==> src/rtl/seq_pattern_tx.sv <==
// Serial pattern transmitter: latches a W-bit pattern on start and shifts it out
// MSB-first for repeat_n+1 frames, with an optional idle gap between frames.
module seq_pattern_tx #(
    parameter int unsigned W  = 8,
    parameter int unsigned RW = 4,
    parameter int unsigned GW = 4
) (
    input  logic          clk,
    input  logic          rst,
    input  logic          start,
    input  logic [W-1:0]  pattern,
    input  logic [RW-1:0] repeat_n,
    input  logic [GW-1:0] gap,
    output logic          out,
    output logic          valid,
    output logic          busy,
    output logic          done,
    output logic [1:0]    cs
);

    localparam int unsigned BCW = (W > 1) ? $clog2(W) : 1;
    localparam logic [BCW-1:0] BC_LAST = BCW'(W - 1);

    typedef enum logic [1:0] {
        IDLE = 2'd0,
        SEND = 2'd1,
        GAP  = 2'd2,
        DONE = 2'd3
    } state_e;

    state_e        cs_q, cs_d;
    logic [W-1:0]  sh_q, sh_d;
    logic [W-1:0]  pat_q, pat_d;
    logic [BCW-1:0] bc_q, bc_d;
    logic [RW-1:0] fc_q, fc_d;
    logic [GW-1:0] gap_l_q, gap_l_d;
    logic [GW-1:0] gc_q, gc_d;
    logic          out_q, out_d;
    logic          valid_q, valid_d;
    logic          busy_q, busy_d;
    logic          done_q, done_d;

    // Next-state logic; outputs are pre-decoded from the next state so they leave a flop.
    always_comb begin
        cs_d    = cs_q;
        sh_d    = sh_q;
        pat_d   = pat_q;
        bc_d    = bc_q;
        fc_d    = fc_q;
        gap_l_d = gap_l_q;
        gc_d    = gc_q;

        case (cs_q)
            IDLE: begin
                if (start) begin
                    pat_d   = pattern;
                    sh_d    = pattern;
                    fc_d    = repeat_n;
                    gap_l_d = gap;
                    bc_d    = BC_LAST;
                    cs_d    = SEND;
                end
            end
            SEND: begin
                sh_d = {sh_q[W-2:0], 1'b0};
                bc_d = bc_q - BCW'(1);
                if (bc_q == '0) begin
                    if (fc_q == '0) begin
                        cs_d = DONE;
                    end else begin
                        fc_d = fc_q - RW'(1);
                        if (gap_l_q == '0) begin
                            // Back-to-back frames: reload without a bubble.
                            sh_d = pat_q;
                            bc_d = BC_LAST;
                        end else begin
                            gc_d = gap_l_q - GW'(1);
                            cs_d = GAP;
                        end
                    end
                end
            end
            GAP: begin
                if (gc_q == '0) begin
                    sh_d = pat_q;
                    bc_d = BC_LAST;
                    cs_d = SEND;
                end else begin
                    gc_d = gc_q - GW'(1);
                end
            end
            DONE: begin
                cs_d = IDLE;
            end
            default: begin
                cs_d = IDLE;
            end
        endcase

        out_d   = (cs_d == SEND) & sh_d[W-1];
        valid_d = (cs_d == SEND);
        busy_d  = (cs_d == SEND) | (cs_d == GAP);
        done_d  = (cs_d == DONE);
    end

    // State and output registers with synchronous reset.
    always_ff @(posedge clk) begin
        if (rst) begin
            cs_q    <= IDLE;
            sh_q    <= '0;
            pat_q   <= '0;
            bc_q    <= '0;
            fc_q    <= '0;
            gap_l_q <= '0;
            gc_q    <= '0;
            out_q   <= 1'b0;
            valid_q <= 1'b0;
            busy_q  <= 1'b0;
            done_q  <= 1'b0;
        end else begin
            cs_q    <= cs_d;
            sh_q    <= sh_d;
            pat_q   <= pat_d;
            bc_q    <= bc_d;
            fc_q    <= fc_d;
            gap_l_q <= gap_l_d;
            gc_q    <= gc_d;
            out_q   <= out_d;
            valid_q <= valid_d;
            busy_q  <= busy_d;
            done_q  <= done_d;
        end
    end

    assign out   = out_q;
    assign valid = valid_q;
    assign busy  = busy_q;
    assign done  = done_q;
    assign cs    = cs_q;

endmodule

==> config.mk <==
export PLATFORM = sky130hd
export DESIGN_NAME = seq_pattern_tx
export DESIGN_NICKNAME = d
export VERILOG_FILES = /design/src/rtl/seq_pattern_tx.sv
export SDC_FILE = /design/constraint.sdc
export NUM_CORES = 1
export LEC_CHECK = 0
export ABC_CLOCK_PERIOD_IN_PS = 5400
export BUFFER_PORTS_ARGS = -buffer_cell sky130_fd_sc_hd__buf_2
export CAP_MARGIN = 20
export CORE_MARGIN = 8
export CORE_UTILIZATION = 40
export DETAILED_ROUTE_END_ITERATION = 12
export PLACE_DENSITY_LB_ADDON = 0.3
export SYNTH_ARGS = -nofsm -noshare
export SYNTH_HDL_FRONTEND = slang
export SYNTH_SLANG_ARGS = --single-unit
==> constraint.sdc <==
create_clock -name clk -period 5.4 [get_ports clk]
set_input_delay 1.08 -clock clk [delete_from_list [all_inputs] [get_ports clk]]
set_output_delay 1.08 -clock clk [all_outputs]
set_load 0.005 [all_outputs]
# After elaboration in Yosys (flattened, before gate mapping)

Index checks and enable logic that the tools add are counted.

Input bits: 19
Bits in registers: 37
Logic and storage cells: 69
Output and inout port bits: 6

Bitwise logic cells: 2
Add/subtract/negate cells: 4
Muxes and demuxes: 27
Reduce and logical (&&, ||, !) cells: 12
Equal/unequal tests: 12

Operators by type and width:

| operator            | count |
|---|---|
| $mux 8              | 5 |
| $mux 4              | 7 |
| $pmux 8 s3          | 1 |
| $pmux 4 s2          | 2 |
| $mux 3              | 5 |
| $logic_not 4->1     | 3 |
| $ne 2x2->1 const B  | 6 |
| $sub 4x1->4 const B | 3 |
| $mux 2              | 5 |
| $pmux 3 s3          | 1 |
| $eq 2x2->1 const B  | 4 |
| $pmux 2 s4          | 1 |
| $reduce_and 5->1    | 1 |
| $eq 2x1->1 const B  | 2 |
| $reduce_and 4->1    | 1 |
| $reduce_bool 2->1   | 2 |
| $logic_not 3->1     | 1 |
| $reduce_and 3->1    | 1 |
| $reduce_bool 3->1   | 1 |
| $sub 3x1->3 const B | 1 |
| $logic_not 2->1     | 1 |
| $reduce_and 2->1    | 1 |
| $and 1x1->1         | 1 |
| $or 1x1->1          | 1 |

# Longest topological paths before layout

Depth after elaboration: 7
Depth in mapped cells: 9
Mapped depth without buffers: 8

# Worst setup path before layout

No wires, ideal clock.

Path kind: input to register
From: input port start
To: register out_q (netlist: out)
Setup time: 91 ps
Buffers on the path: 1
Stages: 6
Required time: 5309 ps
Path slack: 3255 ps
Data arrival time: 2054 ps
Cells stage by stage: clkbuf_1 > nor2_1 > o32ai_2 > ha_1 > inv_1 > a311oi_1

Longest elaborated chain between the ends: 4
Elaborated cells on any way between the ends: 6
Classes of those cells: 1 x eq/ne; 4 x mux; 1 x bitwise

Ends and longest elaborated chain:

| what                   | RTL line | RTL |
|---|---|---|
| start: declaration     | 10       | `input logic start,` |
| $mux 2                 | 55       | `if (start) begin` |
| $pmux 2 s4             | 53       | `case (cs_q)` |
| net cs_d[0]            | 31       | `state_e cs_q, cs_d;` |
| $eq 2x1->1             | n/a      |  |
| net valid_d            | 39       | `logic valid_q, valid_d;` |
| $and 1x1->1            | 100      | `out_d = (cs_d == SEND) & sh_d[W-1];` |
| end signal: assignment | 128      | `out_q <= out_d;` |
| end: declaration       | 38       | `logic out_q, out_d;` |

The timed path passes the listed nets, and every way through them passes these cells. The select of a mux whose other input is x is not followed.
A chain may end at the register's enable or synchronous reset.

# Worst setup path in the final report

From: register cs_q[1] (netlist: cs[1])
To: output port cs[1]

RTL lines:

| what                     | RTL line | RTL |
|---|---|---|
| start: declaration       | 31       |  |
| start signal: assignment | 121      | `cs_q <= cs_d;` |
| end: declaration         | 18       | `output logic [1:0] cs` |

No word-level cell between the ends.

==> run summary <==
Status: complete, no violations
CP arrival: 1.32 ns
Max Clock Skew: 0.006010 ns
Die height: 86.66 µm
Ratio of final minimum period to clock period: 0.4445
DR iter-0 viols: 116
Syn Nets: 258
Synth cell count leaders: dfxtp_1 (37), a21oi_1 (30), nand2_1 (29), nor2_1 (12), o21ai_0 (11)
Synth Area in XOR/XNOR: 0.004386
Area growth syn-to-layout: 9.461%
Avg WL per Cell: 14.66 µm
Post-synth EDFFs: 0
Post-synthesis mux area share: 0.01504
GP Congestion: 0.8142
Synth Area in Compound Gates: 0.3083
Predominant post-synthesis flop cell: dfxtp_1
CP startpoint kind: flip-flop
Placed cell areas: 0.002100 mm²
WP depth: 1
Synthesized flop and latch total: 37
Yosys warns: 0
Count leader, synth: dfxtp_1
CTS buffer count: 5
CP top delay family: flip-flops
Final core occ: 0.4597
Post-synthesis sequential area ratio: 0.3709
Asr flop ratio synth: 0
Slowest cell on the critical path: dfxtp_1
Synth area leaders: dfxtp_1 (37%), a21oi_1 (7.5%), nand2_1 (5.5%)
First-pass GRT wire length: 7.783 mm
Max-cap violations: 0
Power per cell area: 314.4 mW/mm²
CTS max path bufs: 2
Std cell rows: 25
Area of the die: 0.007509 mm²
Main combinational cell family by area after synthesis: compound AO/OA/AOI/OAI gates
Core area: 0.004755 mm²
Setup violators final: 0
Final slew viol count: 0
Clock root buffer: clkbuf_8
H-tree depth: 2
Non-filler cells, final: 312
Mean post-synth cell area: 8.570 µm²
Insertion delay to the later sink of the worst-skew pair: 0.29 ns
ANT nets after route: 0
# DRC: 0
Synthesized instance count: 233
Clock-pin slew of the registers on the worst-case setup and hold paths: 0.07 ns
Max Fclk: 416.7 MHz
Worst-Margin Slew: 0.7353 ns
Unique masters post-synth: 47
WP buf/inv: 1
Postcts setup bufs: 0
Worst-path cell chain: buf_2
Final hold vios: 0
Total GRT Usage: 0.1292
Initial Utilization: 0.4200
Final instance area: 0.002186 mm²
Reg2Reg Depth: 4
Clock period minus worst slack: 2.400 ns
Worst min path class: flip-flop to flip-flop
Post-Route WL: 4.573 mm
CP endpoint kind: output pin
HPWL Detailed: 3.131 mm
CTS sink count: 37
Maximum vdd drop: 110.8 µV
Number of instances in the placed design: 305
CTS Hold Bufs: 0
RSZ-0062 raised after global routing: no
PortBufs: 24
Num ports: 25
CP peak stage delay: 0.79 ns
Total grt overflow: 0
Hold path cells: 2
Slew HR: 0.5091
Synth area leader: dfxtp_1
Post-route setup TNS: 0 ns
N_diodes: 0
Via density per instance: 5.446
Worst EP required: 4.32 ns
Initial antenna violation count: 0
Leak: 0.8230 nW
Post-layout nets: 270
Largest net degree at the start of global routing: 38
Post-Synth Adder-Cell Area: 0.03759
CTS tree: built
Layout cells sized above 1: 0.1837
Synth top area share: 0.3709
WS Path Type: flip-flop to output pin
Die Width: 86.66 µm
Synth Cell Area: 0.001997 mm²
Routed via count: 1699
Detailed-router iteration count before antenna repair: 4
PostCTS Resize Cnt: 0
Largest fanout on the critical path: 21
Vias in the first global route: 1572
Area fraction in and, or, nand and nor cells after synthesis: 0.1999
final timing paths:
path	slack (ns)	endpoint	from
hold reg to reg	0.46	pat_q[7]	pat_q[7]
hold / removal	0.46	pat_q[7]	pat_q[7]
setup / recovery	3.00	cs[1]	cs[1]
setup reg to reg	3.10	out	cs[0]
metrics by stage:
step,hold WS [ns],setup WS (ns),power [mW]
after detailed placement,0.4499,3.060,0.4975
after global placement,0.4521,3.091,0.4966
after floorplan,0.4329,3.255,0.4670
after CTS,0.4606,2.994,0.6897
final,0.4589,3.000,0.6873
after global routing,0.4705,2.799,0.7290
routing by layer:
layer,global-route usage,up-vias,part of all wire
li1,-,872,-
met3,0.02552,6,0.031
met4,0.07042,0,0.020
met2,0.1882,26,0.43
met5,0,-,0
met1,0.1729,795,0.52
report_power, final:
group          internal, mW  switching, mW  total (mW)
registers             0.300         0.0253       0.326
clock network         0.101         0.0940       0.195
logic                0.0682         0.0983       0.167
total                 0.470          0.218       0.687
cell type report:
cell class              count  area (µm²)
clock buffers               7       86.33
fillers                   505        2569
inverters                   7       26.28
multi-input cells         170        1129
flip-flops and latches     37       740.7
well taps                  67       83.83
repair buffers             24       120.1
placed cells by master (no fill, tap or decap), types with 3 or more instances in the layout:
cell type	instances
nor2b_1	6
clkbuf_8	6
a21oi_1	30
nor3_1	5
a31oi_1	5
a211oi_1	8
ha_1	6
a221oi_2	6
nand2b_1	10
nand2_1	29
nor2_1	12
o21ai_0	11
mux2i_1	3
inv_1	7
buf_2	24
dfxtp_1	37
sequential cells by signal (all words and copies together), names as in the netlist:
signal	cells
bc_q	3
busy	1
cs	2
done	1
fc_q	4
gap_l_q	4
gc_q	4
out	1
pat_q	8
sh_q	8
valid	1
cells by family after synthesis:
logic type	count (synthesis)
xor gates and xnor gates	1
and+or+nand+nor	77
AOI/OAI and AO/OA	83
buffers and inverters	26
DFF	37
adders and majority gates	6
muxes	3
Note: power is estimated with default switching activity, not from simulation.
